--- config.mk ---
export PLATFORM = sky130hd
export DESIGN_NAME = example_passive_collector
export DESIGN_NICKNAME = d
export VERILOG_FILES = /design/src/rtl/example_passive_collector.sv
export SDC_FILE = /design/constraint.sdc
export NUM_CORES = 1
export LEC_CHECK = 0
export CORE_MARGIN = 8
export CORE_UTILIZATION = 50
export DETAILED_ROUTE_END_ITERATION = 8
export PLACE_DENSITY = 0.72
export SKIP_CTS_REPAIR_TIMING = 1
export SKIP_LAST_GASP = 1
export SYNTH_ARGS = -nofsm -noshare
export SYNTH_HDL_FRONTEND = slang
export SYNTH_SLANG_ARGS = --single-unit
--- constraint.sdc ---
create_clock -name clk -period 3.1 [get_ports clk]
set_clock_uncertainty 0.1 [all_clocks]
set_input_delay 0.465 -clock clk [delete_from_list [all_inputs] [get_ports clk]]
set_output_delay 0.465 -clock clk [all_outputs]
set_load 0.005 [all_outputs]
--- src/rtl/example_passive_collector.sv ---
// -----------------------------------------------------------------------------
// example_passive_collector
//
// Passive receive end of the pipelined/folded A-channel. Watches
// valid_00H / opcode_01H / beat_0nH / data_0nH, reassembles each transaction
// (one opcode + BEATS data beats) into a single word, and queues the words in
// a small first-word-fall-through FIFO presented on a valid/ready port. The
// channel is never backpressured. When the FIFO is full and no pop happens
// in the same cycle, the completed transaction is dropped and counted.
//
// Optional build macro: EXAMPLE_PASSIVE_COLLECTOR_PROTO_CHECK_EN
//   defined     -> beat-order and start-spacing protocol checks drive the
//                  sticky err_beat / err_spacing flags and report with $error.
//   not defined -> beat_0nH is ignored and both error flags are tied to 0.
//
// Ports
//   clk, rst     clock (posedge) and synchronous active-high reset
//   valid_00H    transaction start (cycle N)
//   opcode_01H   opcode, valid in cycle N+1
//   beat_0nH     beat index, cycles N+2..N+1+BEATS
//   data_0nH     beat data,  cycles N+2..N+1+BEATS
//   txn_valid    FIFO head valid
//   txn_ready    consumer accepts the head
//   txn_opcode   head opcode
//   txn_data     head data, beat k at [k*DATA_W +: DATA_W]
//   fifo_count   occupied FIFO entries (0..FIFO_DEPTH)
//   overflow     sticky: at least one transaction dropped
//   drop_count   dropped transactions, saturating
//   err_beat     sticky beat-order error (check macro only)
//   err_spacing  sticky start-spacing error (check macro only)
//
// BEATS must be >= 2. FIFO_DEPTH must be a power of 2 and >= 2.
// -----------------------------------------------------------------------------
module example_passive_collector #(
    parameter  int OP_W       = 4,
    parameter  int DATA_W     = 8,
    parameter  int BEATS      = 4,
    parameter  int FIFO_DEPTH = 4,
    parameter  int CNT_W      = 16,
    localparam int BEAT_W     = $clog2(BEATS),
    localparam int PTR_W      = $clog2(FIFO_DEPTH),
    localparam int FCNT_W     = PTR_W + 1,
    localparam int WORD_W     = BEATS * DATA_W
) (
    input  logic              clk,
    input  logic              rst,
    input  logic              valid_00H,
    input  logic [OP_W-1:0]   opcode_01H,
    input  logic [BEAT_W-1:0] beat_0nH,
    input  logic [DATA_W-1:0] data_0nH,
    output logic              txn_valid,
    input  logic              txn_ready,
    output logic [OP_W-1:0]   txn_opcode,
    output logic [WORD_W-1:0] txn_data,
    output logic [FCNT_W-1:0] fifo_count,
    output logic              overflow,
    output logic [CNT_W-1:0]  drop_count,
    output logic              err_beat,
    output logic              err_spacing
);

    typedef enum logic {IDLE, COLLECT} state_t;

    // start-spacing guard and stage-1 pipeline
    logic [BEAT_W-1:0] space_q, space_d;
    logic              pend1_q, pend1_d;
    logic [OP_W-1:0]   op_pend_q, op_pend_d;
    logic              start_ok;

    // assembly FSM
    state_t            state_q, state_d;
    logic [BEAT_W-1:0] beat_cnt_q, beat_cnt_d;
    logic [OP_W-1:0]   op_act_q, op_act_d;
    logic [WORD_W-1:0] asm_q, asm_d;
    logic [WORD_W-1:0] asm_cur;
    logic              push;

    // output FIFO
    logic [OP_W-1:0]   mem_op_q   [FIFO_DEPTH];
    logic [OP_W-1:0]   mem_op_d   [FIFO_DEPTH];
    logic [WORD_W-1:0] mem_data_q [FIFO_DEPTH];
    logic [WORD_W-1:0] mem_data_d [FIFO_DEPTH];
    logic [PTR_W-1:0]  wr_ptr_q, wr_ptr_d;
    logic [PTR_W-1:0]  rd_ptr_q, rd_ptr_d;
    logic [FCNT_W-1:0] count_q, count_d;
    logic              overflow_q, overflow_d;
    logic [CNT_W-1:0]  drop_q, drop_d;
    logic              pop, full, do_push, drop;

    // ---------------------------------------------------------------- stage 1
    // space_q counts the cycles still blocked after an accepted start; a
    // start is only accepted once it has run down to zero (BEATS-cycle spacing).
    always_comb begin
        start_ok  = valid_00H && (space_q == '0);
        space_d   = space_q;
        if (start_ok)
            space_d = BEAT_W'(BEATS - 1);
        else if (space_q != '0)
            space_d = space_q - 1'b1;
        pend1_d   = start_ok;
        op_pend_d = pend1_q ? opcode_01H : op_pend_q;
    end

    // ---------------------------------------------------------------- assembly
    always_comb begin
        state_d    = state_q;
        beat_cnt_d = beat_cnt_q;
        op_act_d   = op_act_q;
        asm_d      = asm_q;
        push       = 1'b0;

        // current beat merged into the assembly, so the last beat can be pushed
        // in the same cycle it arrives
        asm_cur = asm_q;
        asm_cur[int'(beat_cnt_q) * DATA_W +: DATA_W] = data_0nH;

        case (state_q)
            IDLE: begin
                if (pend1_q) begin
                    state_d    = COLLECT;
                    beat_cnt_d = '0;
                end
            end
            COLLECT: begin
                asm_d = asm_cur;
                // op_pend is free to be reused by a back-to-back transaction
                // once it has been handed over on the first beat
                if (beat_cnt_q == '0)
                    op_act_d = op_pend_q;
                if (beat_cnt_q == BEAT_W'(BEATS - 1)) begin
                    push       = 1'b1;
                    beat_cnt_d = '0;
                    state_d    = pend1_q ? COLLECT : IDLE;
                end else begin
                    beat_cnt_d = beat_cnt_q + 1'b1;
                end
            end
            default: state_d = IDLE;
        endcase
    end

    // ---------------------------------------------------------------- FIFO
    always_comb begin
        pop     = txn_valid && txn_ready;
        full    = (count_q == FCNT_W'(FIFO_DEPTH));
        // a pop in the same cycle frees the slot, so a full FIFO still accepts
        do_push = push && (!full || pop);
        drop    = push && full && !pop;

        mem_op_d   = mem_op_q;
        mem_data_d = mem_data_q;
        wr_ptr_d   = wr_ptr_q;
        rd_ptr_d   = rd_ptr_q;
        count_d    = count_q;

        if (do_push) begin
            mem_op_d[wr_ptr_q]   = op_act_q;
            mem_data_d[wr_ptr_q] = asm_cur;
            wr_ptr_d             = wr_ptr_q + 1'b1;
        end
        if (pop)
            rd_ptr_d = rd_ptr_q + 1'b1;

        case ({do_push, pop})
            2'b10:   count_d = count_q + 1'b1;
            2'b01:   count_d = count_q - 1'b1;
            default: count_d = count_q;
        endcase

        overflow_d = overflow_q | drop;
        drop_d     = drop_q;
        if (drop && (drop_q != '1))
            drop_d = drop_q + 1'b1;
    end

    always_ff @(posedge clk) begin
        if (rst) begin
            space_q    <= '0;
            pend1_q    <= 1'b0;
            op_pend_q  <= '0;
            state_q    <= IDLE;
            beat_cnt_q <= '0;
            op_act_q   <= '0;
            asm_q      <= '0;
            for (int i = 0; i < FIFO_DEPTH; i++) begin
                mem_op_q[i]   <= '0;
                mem_data_q[i] <= '0;
            end
            wr_ptr_q   <= '0;
            rd_ptr_q   <= '0;
            count_q    <= '0;
            overflow_q <= 1'b0;
            drop_q     <= '0;
        end else begin
            space_q    <= space_d;
            pend1_q    <= pend1_d;
            op_pend_q  <= op_pend_d;
            state_q    <= state_d;
            beat_cnt_q <= beat_cnt_d;
            op_act_q   <= op_act_d;
            asm_q      <= asm_d;
            mem_op_q   <= mem_op_d;
            mem_data_q <= mem_data_d;
            wr_ptr_q   <= wr_ptr_d;
            rd_ptr_q   <= rd_ptr_d;
            count_q    <= count_d;
            overflow_q <= overflow_d;
            drop_q     <= drop_d;
        end
    end

    assign txn_valid  = (count_q != '0);
    assign txn_opcode = mem_op_q[rd_ptr_q];
    assign txn_data   = mem_data_q[rd_ptr_q];
    assign fifo_count = count_q;
    assign overflow   = overflow_q;
    assign drop_count = drop_q;

    // ---------------------------------------------------------------- checks
`ifdef EXAMPLE_PASSIVE_COLLECTOR_PROTO_CHECK_EN
    logic err_beat_q, err_beat_d;
    logic err_spacing_q, err_spacing_d;
    logic beat_ev, spacing_ev;

    always_comb begin
        beat_ev       = (state_q == COLLECT) && (beat_0nH != beat_cnt_q);
        spacing_ev    = valid_00H && !start_ok;
        err_beat_d    = err_beat_q | beat_ev;
        err_spacing_d = err_spacing_q | spacing_ev;
    end

    always_ff @(posedge clk) begin
        if (rst) begin
            err_beat_q    <= 1'b0;
            err_spacing_q <= 1'b0;
        end else begin
            err_beat_q    <= err_beat_d;
            err_spacing_q <= err_spacing_d;
        end
    end

    always @(posedge clk) begin
        if (!rst) begin
            if (beat_ev)
                $error("%m: beat index %0d seen where %0d expected", beat_0nH, beat_cnt_q);
            if (spacing_ev)
                $error("%m: start ignored, too close to previous start");
        end
    end

    assign err_beat    = err_beat_q;
    assign err_spacing = err_spacing_q;
`else
    // beat_0nH is only consumed by the protocol check
    logic unused_beat;
    assign unused_beat = ^beat_0nH;
    assign err_beat    = 1'b0;
    assign err_spacing = 1'b0;
`endif

endmodule

== Yosys cells after proc, flatten, opt, wreduce, memory -nomap -nowiden ==
Index checks and enable logic that the tools add are counted.
Cells by class
  eq/ne operators: 6
  bitwise gates (word level): 4
  shift operators: 2
  order comparisons: 3
  add/subtract/negate cells: 8
  multiplexer cells: 24
  reduce and logical (&&, ||, !) cells: 17
Operator list (number)
  $bwmux 128: 1
  $mux 32: 3
  $bmux 32 s2: 1
  $demux 32 s2: 1
  $neg 5->33: 1
  $shift 8x33->32 const A: 1
  $shiftx 8x33->32: 1
  $bwmux 32: 1
  $add 16x1->16 const B: 1
  $bwmux 16: 1
  $ne 16x16->1 const B: 1
  $mux 4: 3
  $bmux 4 s2: 1
  $demux 4 s2: 1
  $mux 2: 4
  $logic_and 1x1->1: 7
  $add 2x1->2 const B: 3
  $ge 3x3->1 const B: 2
  $not 2->3: 2
  $pmux 3 s2: 1
  $reduce_bool 2->1: 3
  $eq 2x2->1 const B: 2
  $logic_not 2->1: 2
  $mux 1: 4
  15 further kinds: 16
Word-level totals
  output and inout bits: 59
  bits in registers: 214
  word-level logic and storage cells: 84

== Logic depth before layout (Yosys ltp) ==
  word-level depth: 6
  depth in mapped cells: 10

== Worst setup path after synthesis ==
No wires, ideal clock.
  path kind: input to register
  start point: input port txn_ready
  end point: register drop_q[11], in the netlist drop_count[11]
  path buffers: 2
  stages: 6
  required time: 2929 ps
  setup slack: 622 ps
  arrival time: 2307 ps
  setup time: 71 ps
  path through: or4b_1 -> buf_2 -> or4_1 -> buf_2 -> or4_1 -> a21oi_1
On the way
  cells in the longest elaborated chain, start to end: 4
Ends and longest elaborated chain
  start, declared: RTL line 52  | input logic txn_ready,
  $logic_and 1x1->1: RTL line 144  | pop = txn_valid && txn_ready;
  $logic_not 1->1: RTL line 148  | drop = push && full && !pop;
  $logic_and 1x1->1: RTL line 148
  $logic_and 1x1->1: RTL line 172  | if (drop && (drop_q != '1))
  end signal, assigned: RTL line 208  | drop_q <= drop_d;
  end, declared: RTL line 87  | logic [CNT_W-1:0] drop_q, drop_d;
Every way passes these cells.
A chain may end at the register's enable or synchronous reset.

== Worst setup path in the final report ==
  start point: register rd_ptr_q[1]
  end point: output port txn_data[14]
On the way
  cells in the longest elaborated chain, start to end: 4
Ends and longest elaborated chain
  start, declared: RTL line 84  | logic [PTR_W-1:0] rd_ptr_q, rd_ptr_d;
  start signal, assigned: RTL line 205  | rd_ptr_q <= rd_ptr_d;
  $not 2->3 (not written as such): RTL line 214  | assign txn_data = mem_data_q[rd_ptr_q];
  $bmux 32 s2: RTL line 214
  $mux 32 (not written as such) (2 in a row): RTL line 214
  end, declared: RTL line 54  | output logic [WORD_W-1:0] txn_data,
Every way passes these cells. The select of a mux whose other input is x is not followed.

==> run summary <==
Seq cells post-synth: 214
Crit path max fanout: 22
H-Tree Depth: 1
Maximum VDD drop: 392 µV
Die width: 149 µm
Final instance area: 10500 µm²
Power Total: 0.00580 W
WL/cell: 17.0 µm
Post-synthesis sequential area ratio: 48.3%
Num rows: 48
All-Layer GR Usage: 18.0%
Share of cells above drive strength 1: 10.4%
DR pass1 iterations: 5
Reg2reg start: beat_cnt_q[0]
Pwr dens: 550 nW/µm²
Crit share post-route: 92.8%
Yosys warns: 0
Final setup vio count: 0
Max Cap Viol: 0
Reg power frac: 48.7%
Status: completed
Iter 0 DRT Violations: 482
Worst-Skew Late Latency: 0.50 ns
Sink Count: 214
Slew margin rel.: 37.0%
Antenna fix cells: 0
Hold Crit Start: rst
Count leader, synth: dfxtp_1
HPWL after DPL: 13000 µm
Main synth FF type: dfxtp_1
Die area: 22300 µm²
Synth top area share: 48.3%
Worst-path clk slew: 0.06 ns
Vias per cell: 5.73
Fin nets: 987
Mapped Cells: 918
First-pass GRT wire length: 33700 µm
Core area: 17300 µm²
Num CTS Buffers: 23
Net Switching: 0.00130 W
# IOs: 77
Hold path depth: 2
Worst R2R End: mem_data_q[54]
Post-synth ARST share: 0%
Top cell types by occurrence after synthesis: dfxtp_1 (214), nor2_1 (196), a211oi_1 (153), clkbuf_1 (67), a21oi_1 (47)
Max clock buf depth: 3
Clock Power Share: 45.3%
Top post-synthesis cells by area: dfxtp_1 (48%), a211oi_1 (13%), mux4_2 (9.1%)
Remaining DRCs: 0
I/O Buffers: 72
CTS Root Cell: clkbuf_16
Routability cong.: 0.745
Leading area contributor after synthesis: dfxtp_1
Pint: 0.00450 W
Post-synth EDFFs: 0
Largest net degree at the start of global routing: 105
WS Path Type: flop to output pin
Vias in the first global route: 6408
Switching share of power: 22.4%
Crit start category: flop
Worst Max-Slew Pin Slew: 0.937 ns
GRT overflow: 0
Static Leakage: 3.30 nW
Total Wirelength: 20300 µm
DR vias: 6853
Distinct cell type count after synthesis: 47
Comb pwr share: 5.9%
P&R area growth vs syn: 18.9%
Die H: 149 µm
Flop2flop setup slack: 0.49 ns
R2R cell count: 6
Fin crit period: 2.88 ns
RSZ-0062 raised after global routing: no
Cell Area, Synth: 8870 µm²
TNS Setup: 0 ns
Slew Limit Fails: 0
Dpl cell area: 9820 µm²
TritonCTS clock tree: yes
Critical path arrival: 2.31 ns
Type of the worst min-delay path: input pin to flop
Initial antenna violation count: 0
Initial core utilization: 51.3%
Setup crit end kind: output pin
WP data required: 2.53 ns
Final Hold Vio Count: 0
Post-DRT Antenna Nets: 0
Syn Area/Cell: 9.66 µm²
Highest Clock Rate: 348 MHz
Worst min-delay path endpoint: fifo_count[0]
Fill count: 1482
## worst max-delay path, cell delays in order (launching register included)
cell,delay (ns)
dfxtp_2,0.33
buf_4,0.39
mux4_2,0.59
clkdlybuf4s50_1,0.47
## per-stage QoR
stage / util (%) / hold slack (ns) / cells / worst slack [ns]
2_1_floorplan: - / 0.332 / 919 / 0.622
3_3_place_gp: 56.8 / 0.342 / 1156 / 0.144
3_5_place_dp: 56.8 / 0.347 / 1156 / 0.133
4_1_cts: 61.0 / 0.280 / 1195 / 0.160
5_1_grt: 61.0 / 0.312 / 1195 / 0.0958
6_report: 61.0 / 0.309 / 1195 / 0.223
## flip-flops by register name (all words and copies together), names as in the netlist
signal      count
overflow        1
rd_ptr_q        2
beat_cnt_q      2
state_q         1
drop_count     16
mem_data_q    128
fifo_count      3
wr_ptr_q        2
space_q         2
op_pend_q       4
pend1_q         1
op_act_q        4
mem_op_q       16
asm_q          32
## how the worst max path moves through the flow
| stage | startpoint | endpoint | slack [ns] |
|---|---|---|---|
| 6_report | rd_ptr_q[1] | txn_data[14] | 0.22 |
| 5_1_grt | rd_ptr_q[1] | txn_data[0] | 0.1 |
| 4_1_cts | rd_ptr_q[1] | txn_data[0] | 0.16 |
| 3_5_place_dp | txn_ready | fifo_count[2] | 0.13 |
| 3_3_place_gp | txn_ready | fifo_count[2] | 0.14 |
| 2_1_floorplan | txn_ready | drop_count[11] | 0.62 |
## cell usage in the layout (no fill, tap or decap), types with 2 or more instances in the layout
cell type and instances:
or2_2 2, nor3_1 6, or4_1 8, ha_1 12, mux4_2 36, a211oi_1 153, clkbuf_8 6, a21oi_1 47
clkdlybuf4s50_1 71, a22oi_1 16, nor4bb_1 2, dfxtp_1 211, dfxtp_2 3, nand3_1 10, a31oi_1 2, nor2_1 196
o41ai_1 2, clkbuf_1 7, o21ai_0 5, buf_12 7, o311ai_0 2, inv_1 14, xnor2_1 2, nand4_1 6
o31ai_1 6, nand2_1 18, buf_4 14, clkbuf_16 23, xor2_1 3, and3_2 4, mux2i_1 20, nor4_1 4
or3_1 6, conb_1 2, nor2b_1 24
## final cells by class
| class | count | area, µm² | area share, % |
|---|---|---|---|
| clock buffer | 36 | 684 | 6.49 |
| clock inverter | 3 | 43.8 | 0.415 |
| inverter | 15 | 56.3 | 0.534 |
| multi-input combinational | 609 | 4220 | 40.1 |
| sequential | 214 | 4290 | 40.7 |
| tap | 225 | 282 | 2.67 |
| timing repair buffer | 93 | 967 | 9.17 |
## logic make-up (layout without fill, tap and decap cells)
group	Yosys count	after routing	share of synthesized area [%]
muxes	57	57	11.5
DFF	214	214	48.3
and+or+nand+nor	295	295	14.9
adders and majority gates	13	13	1.92
buffers and inverters	96	147	4.18
other	1	2	0.0423
AOI/OAI and AO/OA	237	237	18.7
xor gates and xnor gates	5	5	0.494
## layer usage
| layer | wire, µm | up-vias | GRT usage, % |
|---|---|---|---|
| met4 | 291 | 0 | 4.19 |
| met3 | 767 | 24 | 2.43 |
| met5 | 0 | - | 0 |
| met1 | 9490 | 3270 | 24.1 |
| met2 | 9780 | 124 | 30.3 |
| li1 | - | 3435 | - |
## power groups by stage
stage                     clock network [W]  registers [W]  logic (W)
after global routing                0.00281        0.00283   0.000381
after detailed placement                  0        0.00289   0.000339
after CTS                           0.00267        0.00283   0.000342
after floorplan                           0        0.00288   0.000246
after global placement                    0        0.00289   0.000335
final                               0.00263        0.00283   0.000344
(Power assumes the default switching activity.)
==> RTL edit, RTL diff (same settings) <==
`op_act_q` no longer has a reset.
--- a/src/rtl/example_passive_collector.sv
+++ b/src/rtl/example_passive_collector.sv
@@ -180,7 +180,6 @@
             op_pend_q  <= '0;
             state_q    <= IDLE;
             beat_cnt_q <= '0;
-            op_act_q   <= '0;
             asm_q      <= '0;
             for (int i = 0; i < FIFO_DEPTH; i++) begin
                 mem_op_q[i]   <= '0;
@@ -197,7 +196,6 @@
             op_pend_q  <= op_pend_d;
             state_q    <= state_d;
             beat_cnt_q <= beat_cnt_d;
-            op_act_q   <= op_act_d;
             asm_q      <= asm_d;
             mem_op_q   <= mem_op_d;
             mem_data_q <= mem_data_d;
@@ -207,6 +205,10 @@
             overflow_q <= overflow_d;
             drop_q     <= drop_d;
         end
+    end
+
+    always_ff @(posedge clk) begin
+        op_act_q <= op_act_d;
     end
 
     assign txn_valid  = (count_q != '0);
Behaviour: no difference found for any inputs over 10 cycles, from zero or initial values and one cycle with rst high; that may be too few to reach the edited logic, so the function may still have changed.
==> RTL edit against the unedited design <==
Sequential cell count unchanged; register-to-register slack worse by 0.03 ns; area after synthesis unchanged; wire length down 1.9%; design area about the same; worst setup slack worse by 0.029 ns; critical path depth unchanged; cell count down 1.3%; die area unchanged; count of clock-buffer cells in the layout down 8; hold slack worse by 0.027 ns; power up 4.0%; global-route usage about the same; critical path type unchanged; highest routed layer unchanged.
==> RTL edit: results (changes against the unedited design) <==
Status: complete, no violations
Post-synth top area share: 47.4% (-0.90 points)
Clock Latency Late Sink: 0.50 ns (about the same)
CP max FO: 9 (-59%)
Top post-synthesis cells by area: dfxtp_1 (47%), a211oi_1 (13%), mux4_2 (9.1%)
Vias/cell: 5.66 (-1.3%)
Pin count of the biggest net entering global routing: 88 (-16%)
Leakage: 3.33 nW (+0.96%)
Fraction of layout instances using a drive strength above 1: 11.4% (+1.0 points)
Gr usage total: 18.0% (+0.018 points)
Dpl hpwl: 12.5 mm (-3.6%)
Hold WC Path Type: primary input to flop
Number of distinct library cells after synthesis: 49 (+4.3%)
Commonest cells in the netlist: dfxtp_1 (210), nor2_1 (196), a211oi_1 (153)
Post-synth EDFFs: 4 (+4)
GP Congestion: 0.745 (about the same)
Int Power: 4.69 mW (+4.1%)
NumNets Final: 969 (-1.8%)
Avg WL per Cell: 16.9 um (-0.61%)
Critical Path AT: 2.34 ns (+0.03 ns)
Via total after detailed routing: 6,672 (-2.6%)
Avg Cell Area, Syn: 9.83 um^2 (+1.8%)
DP Area: 9750 um^2 (-0.73%)
Antenna fix cells: 0 (unchanged)
Sequential area share after synthesis: 48.8% (+0.45 points)
Worst IR Drop VDD: 0.000508 V (+30%)
Vias in the first global route: 6,607 (+3.1%)
Filler cells: 1,489 (+0.47%)
Max-slew headroom: 62.2% (+25 points)
DRT iter0 DRCs: 353 (-27%)
Dpl cells: 1,138 (-1.6%)
Place WS: 0.184 ns (+0.0511 ns)
WHS Path Cells: 2 (unchanged)
First-pass GRT wire length: 33.5 mm (-0.49%)
Reg2Reg Depth: 10 (+4)
RTL edit: cell types whose count changed after synthesis, sizes merged, moves of 3 or more:
cell    before  now
a21oi       47   42
dfxtp      214  210
nand2       18   10
o31a         1    4
buf         14   20
nand3       10    6
nor3         6    2
edfxtp       0    4
clkbuf      67   63
RTL edit: final timing paths:
| check | end | start | slack [ns] |
|---|---|---|---|
| setup / recovery | txn_data[29] | rd_ptr_q[1] | 0.19 |
| hold / removal | fifo_count[0] | rst | 0.28 |
| setup reg to reg | fifo_count[2] | beat_cnt_q[0] | 0.46 |
| hold reg to reg | op_act_q[0] | op_pend_q[0] | 0.33 |
RTL edit: final cells by class:
type / count / share of cell area [%]
Multi-Input combinational cell: 593 / 39.7
Tap cell: 225 / 2.67
Timing Repair Buffer: 93 / 8.58
Clock inverter: 13 / 1.63
Inverter: 13 / 0.463
Sequential cell: 214 / 41.1
Clock buffer: 28 / 5.92
RTL edit: power by group through the flow:
stage / clock network [mW] / logic [mW] / registers [mW]
floorplan: 0 / 0.241 / 2.89
global placement: 0 / 0.334 / 2.90
detailed placement: 0 / 0.336 / 2.90
CTS: 2.91 / 0.342 / 2.84
global route: 3.02 / 0.379 / 2.85
finish: 2.85 / 0.342 / 2.84
RTL edit: worst max-delay path, stage by stage (launching register included):
cell	delay [ns]
dfxtp_2	0.55
buf_4	0.29
mux4_2	0.53
clkdlybuf4s50_1	0.48
RTL edit: kinds of logic after synthesis:
group                      share of synthesized area, %
AOI/OAI and AO/OA                                  18.7
DFF                                                48.8
muxes                                              11.4
and+or+nand+nor                                    14.5
adders and majority gates                          1.92
other                                            0.0423
buffers and inverters                              4.20
xor gates and xnor gates                          0.494
RTL edit: per-stage QoR:
step | util [%] | total power [mW]
6_report | 61.0 | 6.03
5_1_grt | 61.0 | 6.25
4_1_cts | 60.9 | 6.10
3_5_place_dp | 56.3 | 3.24
3_3_place_gp | 56.3 | 3.24
2_1_floorplan | - | 3.13
RTL edit: per-layer routing:
metal	track usage [%]	wire [um]	part of all wire [%]	up-vias
met1	23.8	9140	46	3139
met5	0	0	0	-
met2	30.3	9540	48	127
met4	4.19	381	1.9	0
met3	3.03	875	4.4	28
li1	-	-	-	3378
